<file path="config.mk">
export PLATFORM = sky130hd
export DESIGN_NAME = fpred_pipe
export DESIGN_NICKNAME = d
export VERILOG_FILES = /design/src/rtl/fpred_pipe.sv
export SDC_FILE = /design/constraint.sdc
export NUM_CORES = 1
export LEC_CHECK = 0
export CORE_ASPECT_RATIO = 1.25
export CORE_MARGIN = 2
export CORE_UTILIZATION = 35
export DETAILED_ROUTE_END_ITERATION = 10
export GPL_TIMING_DRIVEN = 0
export PLACE_DENSITY = 0.78
export SKIP_LAST_GASP = 1
export SYNTH_ARGS = -nofsm -noshare
export SYNTH_HDL_FRONTEND = slang
export SYNTH_SLANG_ARGS = --single-unit
</file>
<file path="constraint.sdc">
create_clock -name clk -period 5.3 [get_ports clk]
set_input_delay 1.06 -clock clk [delete_from_list [all_inputs] [get_ports clk]]
set_output_delay 1.06 -clock clk [all_outputs]
set_load 0.02 [all_outputs]
</file>
<file path="src/rtl/fpred_pipe.sv">
// Two-stage floating-point predicate/compare unit with valid/ready flow control.
// Operands are compared as sign-magnitude values; NaN/inf receive no special treatment.
module fpred_pipe #(
    parameter int TAG_W = 5
) (
    input  logic             clk,
    input  logic             rstn,
    input  logic             in_valid,
    output logic             in_ready,
    input  logic [2:0]       in_op,
    input  logic [31:0]      in_x,
    input  logic [31:0]      in_y,
    input  logic [TAG_W-1:0] in_tag,
    output logic             out_valid,
    input  logic             out_ready,
    output logic             out_res,
    output logic [TAG_W-1:0] out_tag,
    output logic             out_illegal
);

    // Final predicate selection from the S1 partial results.
    function automatic logic eval_pred(
        input logic [2:0] op,
        input logic       zx,
        input logic       zmx,
        input logic       zxy,
        input logic       eq,
        input logic       sx,
        input logic       sy,
        input logic       mlt
    );
        logic feq;
        logic flt;
        logic res;
        feq = eq | zxy;
        flt = ~feq & ((sx & ~sy) | (~sx & ~sy & mlt) | (sx & sy & ~mlt));
        case (op)
            3'd0:    res = zx;
            3'd1:    res = ~sx & ~zx;
            3'd2:    res = sx & ~zmx;
            3'd3:    res = feq;
            3'd4:    res = flt;
            3'd5:    res = flt | feq;
            default: res = 1'b0;
        endcase
        return res;
    endfunction

    logic             vld_p1;
    logic [2:0]       op_p1;
    logic [TAG_W-1:0] tag_p1;
    logic             zx_p1;
    logic             zmx_p1;
    logic             zxy_p1;
    logic             eq_p1;
    logic             sx_p1;
    logic             sy_p1;
    logic             mlt_p1;

    logic             vld_p2;
    logic             adv_p1;
    logic             adv_p2;

    // A stage may load whenever it is empty or its current content moves on.
    assign adv_p2   = ~vld_p2 | out_ready;
    assign adv_p1   = ~vld_p1 | adv_p2;
    assign in_ready = adv_p1;

    // ---- Stage S1: operand decode into partial results ----
    always_ff @(posedge clk) begin
        if (rstn) begin
            vld_p1 <= 1'b0;
        end else if (adv_p1) begin
            vld_p1 <= in_valid;
        end
    end

    always_ff @(posedge clk) begin
        if (adv_p1 && in_valid) begin
            op_p1  <= in_op;
            tag_p1 <= in_tag;
            zx_p1  <= (in_x == 32'h0);
            zmx_p1 <= (in_x[30:0] == 31'h0);
            zxy_p1 <= (in_x[30:0] == 31'h0) && (in_y[30:0] == 31'h0);
            eq_p1  <= (in_x == in_y);
            sx_p1  <= in_x[31];
            sy_p1  <= in_y[31];
            mlt_p1 <= (in_x[30:0] < in_y[30:0]);
        end
    end

    // ---- Stage S2: final result, drives the outputs directly ----
    always_ff @(posedge clk) begin
        if (rstn) begin
            vld_p2      <= 1'b0;
            out_res     <= 1'b0;
            out_tag     <= '0;
            out_illegal <= 1'b0;
        end else if (adv_p2) begin
            vld_p2 <= vld_p1;
            if (vld_p1) begin
                out_res     <= eval_pred(op_p1, zx_p1, zmx_p1, zxy_p1, eq_p1,
                                         sx_p1, sy_p1, mlt_p1);
                out_tag     <= tag_p1;
                out_illegal <= op_p1[2] & op_p1[1];
            end
        end
    end

    assign out_valid = vld_p2;

endmodule

</file>
Word level (Yosys, flattened, before mapping)

Cells that the tools add are included.

Output and inout bits: 9
Bits in registers: 24
Word-level logic and storage cells: 52
Input port bits: 76

Multiplexer cells: 1
Order comparisons: 1
Reductions and logical operators: 7
Bitwise gates (word level): 23
Equal/unequal tests: 6

Operators with widths:

| operator             | number |
|---|---|
| $logic_not A31 Y1    | 2 |
| $eq A32 B32 Y1       | 1 |
| $logic_not A32 Y1    | 1 |
| $lt A31 B31 Y1       | 1 |
| $and A1 B1 Y1        | 9 |
| $not A1 Y1           | 8 |
| $eq A3 B2 Y1 const B | 2 |
| $eq A3 B3 Y1 const B | 2 |
| $or A1 B1 Y1         | 6 |
| $pmux W1 S6          | 1 |
| $eq A3 B1 Y1 const B | 1 |
| $logic_not A3 Y1     | 1 |
| $logic_and A1 B1 Y1  | 2 |
| $reduce_and A2 Y1    | 1 |

Depth between registers and ports, before layout

Gate-level depths: netlist (run 1).

Depth after elaboration: 8
Gate-level depth with buffers: 7
Gate-level depth less buffers: 7

Worst setup path before layout (run 1)

OpenSTA, ideal clock, no wires.

Path type: input to output
Start point: input port out_ready
End point: output port in_ready
Arrival time: 1456 ps
Data required time: 4240 ps
Setup slack: 2784 ps
Cell stages on the path: 2
Buffers on the path: 0
Path through: nor2b_1 nand2_1

Longest elaborated chain between the ends: 2

RTL lines:

| what               | RTL line | RTL |
|---|---|---|
| start: declaration | 15       | `input logic out_ready,` |
| $or A1 B1 Y1       | 65       | `assign adv_p2 = ~vld_p2 \| out_ready;` |
| $or A1 B1 Y1       | 66       | `assign adv_p1 = ~vld_p1 \| adv_p2;` |
| end: declaration   | 9        | `output logic in_ready,` |

Every way passes these cells.

Worst setup path in the final report (run 1)

Same ends and word-level chain as after synthesis.

==> results of run 1 <==
-- synth_stat cells (3+ instances only) --
cell	count	area, um2
nor2b_1	5	31.3
a21oi_1	20	100
a21o_1	3	22.5
ha_1	31	388
nor4_1	14	87.6
nand4_1	6	37.5
inv_1	32	120
dfxtp_1	9	180
nand2_1	22	82.6
nor3_1	5	25.0
nor2_1	10	37.5
o21ai_0	5	25.0
edfxtp_1	15	450
nand3_1	5	25.0
-- cells by family (layout without fill, tap and decap cells) --
| family | Yosys count | count (layout) | synth area share |
|---|---|---|---|
| simple gates | 74 | 74 | 0.219 |
| flops | 24 | 24 | 0.355 |
| buf+inv | 34 | 121 | 0.0719 |
| fa+ha+maj | 31 | 31 | 0.219 |
| xor+xnor | 1 | 1 | 0.00494 |
| compound gates | 38 | 38 | 0.130 |
-- layout make-up --
| cell class | count | area share |
|---|---|---|
| Multi-Input combinational cell | 144 | 0.369 |
| Timing Repair Buffer | 83 | 0.302 |
| Sequential cell | 24 | 0.229 |
| Inverter | 32 | 0.0436 |
| Tap cell | 62 | 0.0282 |
| Clock buffer | 3 | 0.0150 |
| Clock inverter | 1 | 0.0109 |
| Buffer | 2 | 0.00273 |
-- cells in the final DEF, fill, tap and decap left out, drive strengths merged, types with 2 or more instances in the layout --
| master | instances |
|---|---|
| a21o | 3 |
| clkbuf | 5 |
| nor2 | 10 |
| a211oi | 2 |
| inv | 32 |
| nor4 | 14 |
| ha | 31 |
| dfxtp | 9 |
| edfxtp | 15 |
| a21oi | 21 |
| nand3 | 5 |
| nor3 | 7 |
| o21ai | 5 |
| nand4 | 6 |
| clkdlybuf4s50 | 83 |
| nor2b | 5 |
| nand2 | 22 |
-- worst reg2reg max path: cells and delay by family, from the launching register on --
family	cells	cell delay, ps
DFF	1	310
and+or+nand+nor	3	790
-- power groups by stage --
stage	Combinational (uW)	Sequential, uW	Clock (uW)
floorplan	56.8	221	0
global placement	141	218	0
detailed placement	145	218	0
CTS	146	214	159
global route	161	215	169
finish	145	214	154
-- metal layers --
| layer | part of all wire | global-route usage | wire [um] | vias to the layer above |
|---|---|---|---|---|
| li1 | - | - | - | 908 |
| met1 | 0.37 | 0.168 | 1640 | 792 |
| met2 | 0.55 | 0.316 | 2470 | 63 |
| met3 | 0.056 | 0.0283 | 251 | 8 |
| met4 | 0.021 | 0.0798 | 95 | 0 |
| met5 | 0 | 0 | 0 | - |
-- metrics by stage --
step,instances,util
floorplan,202,-
global placement,347,0.540
detailed placement,347,0.540
CTS,351,0.554
global route,351,0.554
finish,351,0.554
-- state kept, by name, summed over array words and instances (netlist names) --
name and flops:
eq_p1 1, out_illegal 1, out_valid 1, sy_p1 1, zxy_p1 1, zmx_p1 1, mlt_p1 1, sx_p1 1
zx_p1 1, tag_p1 5, op_p1 3, out_res 1, out_tag 5, vld_p1 1
-- how the worst max path moves through the flow --
stage | end | startpoint | slack [ps]
4_1_cts | in_ready | out_ready | 1840
5_1_grt | in_ready | out_ready | 1800
3_3_place_gp | in_ready | out_ready | 1900
2_1_floorplan | in_ready | out_ready | 2780
6_report | in_ready | out_ready | 1860
3_5_place_dp | in_ready | out_ready | 1850
==> flow_summary.toml, run 1 <==
[clocking]
cts_resized = 0
worstSkewPairLatency_ps = 260
path_clk_slew_ps = 80
cts_tree = "built"
root_buffer = "clkbuf_8"
holdBufCountCts = 0
cts_sinks = 24
cts_buffer_depth = 2
h-tree-depth = 1
cts_made_buffers = 3
cts_post_setup_buffers_inserted = 0

[logic_synthesis]
synth_warnings = 0
syn_nets = 309
synth_seq_cells = 24
syn-cell-area_um2 = 1770
postSynthCellCount = 202
async_flop_share = 0
yosysUniqueCellTypes = 31
synth_edf_count = 15
yosysSeqAreaShare = 0.355
synth_ff_type = "edfxtp_1"
syn_area_per_cell_um2 = 8.78

[timing]
slew_headroom = 0.572
timing.final.ws_setup_ps = 1860
setup_viol = 0
rsz0062_at_grt = "false"
timing_hold_violations_final = 0
drv_slew = 0
max_freq_mhz = 291
fin_crit_sh = 0.648
fin_skew_ps = 3.65
holdWs_ps = 457
fin_setup_tns_ps = 0
worstMarginPinSlew_ps = 641
fin_crit_ps = 3440

[critical_path]
crit_type = "input port to primary output"
crit_path_max_fanout = 5
end_kind = "primary output"
start_kind = "input port"
cp_num_buf_inv = 2
ff2ff_path_depth = 3
r2r_setup_slack_ps = 3830
crit_cells = 4
cp_cell_sequence = "clkdlybuf4s50_1, nor2b_1, nand2_1, clkdlybuf4s50_1"
r2r_start = "out_valid"
crit_family = "buffers and inverters"
cp_data_required_time_ps = 4240
cpPeakStageDelay_ps = 550
r2r_end = "sy_p1"
arrival_ps = 2380
crit_top_cell = "clkdlybuf4s50_1"
crit_slowest_cell = "clkdlybuf4s50_1"

[floorplanning]
io_pins = 85
rows = 29
initial_utilization = 0.357
design.core.area_um2 = 4970
die_x_um = 67.7
die-area_um2 = 5660
die_y_um = 83.6

[global_route]
grt_max_degree = 16
grt_first_pass_wirelength_um = 7330
antenna_found_initial = 0
grt-ovfl-total = 0
grt_use_total = 0.167
grt_pass1_vias = 1801

[pwr]
p_leak_uw = 0.00116
comb_power_share = 0.282
powerDensity_nw_per_um2 = 186
power.switching_uw = 119
clockPowerShare = 0.301
switching_share = 0.231
p_total_uw = 513
seq_power_share = 0.417
p_int_uw = 394
vdd_ir_drop_max_mv = 0.114

[hold_path]
hp-start = "out_tag[1]"
hold_path.class = "flop to flop"
min_to = "out_tag[1]"
worstHoldPathCells = 2

[job]
cap_viol_max_count = 0

[placement]
dpl.hpwl_um = 3970
place_ws_ps = 1850
placed_cell_area_um2 = 2680
place.gp.congestion = 0.877
io_buffers = 83

[final_layout]
seq_area_um2 = 631
area_growth_pct = 55.2
final_cell_area_um2 = 2750
finalNetCount = 397
layout-drive-gt1-share = 0.0277
diodes = 0
multi_input_area_um2 = 1020
fillCellCount = 456

[detailed_routing]
drtAntennaViolNets = 0
postRouteWirelength_um = 4450
vias = 1771
drc = 0
first_iter_violations = 59
drt_first_pass_iters = 4
viasPerCell = 5.05
avgRoutedWirePerCell_um = 12.7

[status]
status = "finished clean"
(Power assumes the default switching activity.)
==> inputs of run 2 (changes only) <==
PLACE_DENSITY = 0.81   (was 0.78)
clock period = 3.1 ns   (was 5.3 ns; I/O delays follow)
==> run 2 against run 1 <==
  * Final area unchanged
  * Sequential share of layout area stayed put
  * Sequential power increased by 71%
  * Global-route usage shrank 0.57 points
  * Combinational power up 70%
  * Clock power is 71% higher
  * Critical path depth is the same
  * Via count down 1.5%
  * Worst setup slack worse by 1300 ps
  * Register-to-register slack worse by 2200 ps
  * Count of clock-buffer cells in the layout stayed put
  * Largest power group unchanged
==> flow_summary.toml, run 2 (synthesized netlist as in run 1, its figures left out) <==
[global_route]
grt_pass1_vias = 1716
grt_first_pass_wirelength_um = 7200
grt_use_total = 0.162
grt_max_degree = 16
grt-ovfl-total = 0
antenna_found_initial = 0

[detailed_routing]
vias = 1745
viasPerCell = 4.97
postRouteWirelength_um = 4360
drc = 0
drt_first_pass_iters = 4
first_iter_violations = 32
avgRoutedWirePerCell_um = 12.4
drtAntennaViolNets = 0

[critical_path]
crit_path_max_fanout = 5
arrival_ps = 1930
cp_data_required_time_ps = 2480
end_kind = "primary output"
r2r_start = "out_valid"
start_kind = "input port"
r2r_end = "sy_p1"
crit_path_start = "out_ready"
critPathCapture = "in_ready"
ff2ff_path_depth = 3
r2r_setup_slack_ps = 1640
crit_type = "input port to primary output"

[timing]
fin_crit_sh = 0.822
max_freq_mhz = 392
slew_headroom = 0.577
rsz0062_at_grt = "false"
worstMarginPinSlew_ps = 634
drv_slew = 0
setup_viol = 0
fin_skew_ps = 3.56
fin_setup_tns_ps = 0
timing_hold_violations_final = 0
fin_crit_ps = 2550

[final_layout]
area_growth_pct = 55.2
diodes = 0
fillCellCount = 453
layout_common_cells = "clkdlybuf4s50_1 (83), inv_1 (32), ha_1 (31)"
layout-drive-gt1-share = 0.0277
finalNetCount = 397
top_regs = "out_tag (5), tag_p1 (5), op_p1 (3)"
final_common_cell = "clkdlybuf4s50_1"
fin_cells = 351

[clocking]
cts_buffer_depth = 2
cts_made_buffers = 3
worstSkewPairLatency_ps = 260
root_buffer = "clkbuf_8"
cts_resized = 0
cts_tree = "built"
cts_sinks = 24
h-tree-depth = 1
cts_post_setup_buffers_inserted = 0
path_clk_slew_ps = 70
holdBufCountCts = 0

[floorplanning]
rows = 29
design.core.area_um2 = 4970
io_pins = 85
die_x_um = 67.7
die-area_um2 = 5660
die_y_um = 83.6
initial_utilization = 0.357

[placement]
place.gp.congestion = 0.836
dp_cells = 347
dpl.hpwl_um = 3940
io_buffers = 83

[pwr]
powerDensity_nw_per_um2 = 318
vdd_ir_drop_max_mv = 0.165
p_leak_uw = 0.00116

[hold_path]
hold_path.class = "flop to flop"

[job]
cap_viol_max_count = 0

[status]
status = "finished clean"
[run 2: cell counts in the layout (fill, tap and decap cells not counted)]
Identical to the previous run, type by type.
[run 2: worst min-delay path by stage]
stage,startpoint,endpoint,slack [ps],cells past startpoint
after floorplan,tag_p1[0],out_tag[0],470,2
after global placement,out_tag[2],out_tag[2],440,2
after detailed placement,out_tag[4],out_tag[4],450,2
after CTS,out_tag[4],out_tag[4],460,2
after global routing,out_tag[2],out_tag[2],470,2
final,out_tag[2],out_tag[2],460,2
[run 2: critical path, cell delays in order]
cell             delay, ps
clkdlybuf4s50_1        400
nor2b_1                260
nand2_1                110
clkdlybuf4s50_1        540
[run 2: through the flow]
stage / setup WS (ps) / hold WS, ps / area (um2) / util / power, uW
after global placement: 561 / 441 / 2680 / 0.540 / 613
after CTS: 544 / 463 / 2750 / 0.554 / 884
after detailed placement: 556 / 452 / 2680 / 0.540 / 620
final: 552 / 462 / 2750 / 0.554 / 875
after floorplan: 1150 / 471 / 1770 / - / 475
after global routing: 461 / 473 / 2750 / 0.554 / 930
[run 2: where the power goes]
part           total [uW]  leakage, uW  internal (uW)  switching (uW)
clock network         264    0.0000357            172            91.4
registers             365     0.000221            357            7.76
logic                 246     0.000903            144             102
[run 2: area by class of cell]
class / count / area [um2] / share of cell area
multi-input combinational: 144 / 1020 / 0.369
timing repair buffer: 83 / 831 / 0.302
sequential: 24 / 631 / 0.229
inverter: 32 / 120 / 0.0436
tap: 62 / 77.6 / 0.0282
clock buffer: 3 / 41.3 / 0.0150
clock inverter: 1 / 30.0 / 0.0109
buffer: 2 / 7.51 / 0.00273
[run 2: routing by layer]
layer,track usage,up-vias,wire (um)
met5,0,-,0
met4,0.0390,0,51
li1,-,902,-
met3,0.0256,4,290
met2,0.311,59,2420
met1,0.174,780,1590
==> inputs of run 3 (changes only) <==
PLACE_DENSITY = 0.78   (was 0.81)
clock period = 2.6 ns   (was 3.1 ns; I/O delays follow)
==> results of run 3 <==
Same layout as run 1 (identical final DEF). Status: finished clean.
Main changes from that run: setup slack after placement 1850 ps -> 125 ps; setup slack after layout 1860 ps -> 244 ps; register-to-register setup slack 3830 ps -> 1130 ps; total power 513 uW -> 1050 uW; worst IR drop on VDD 0.114 mV -> 0.233 mV
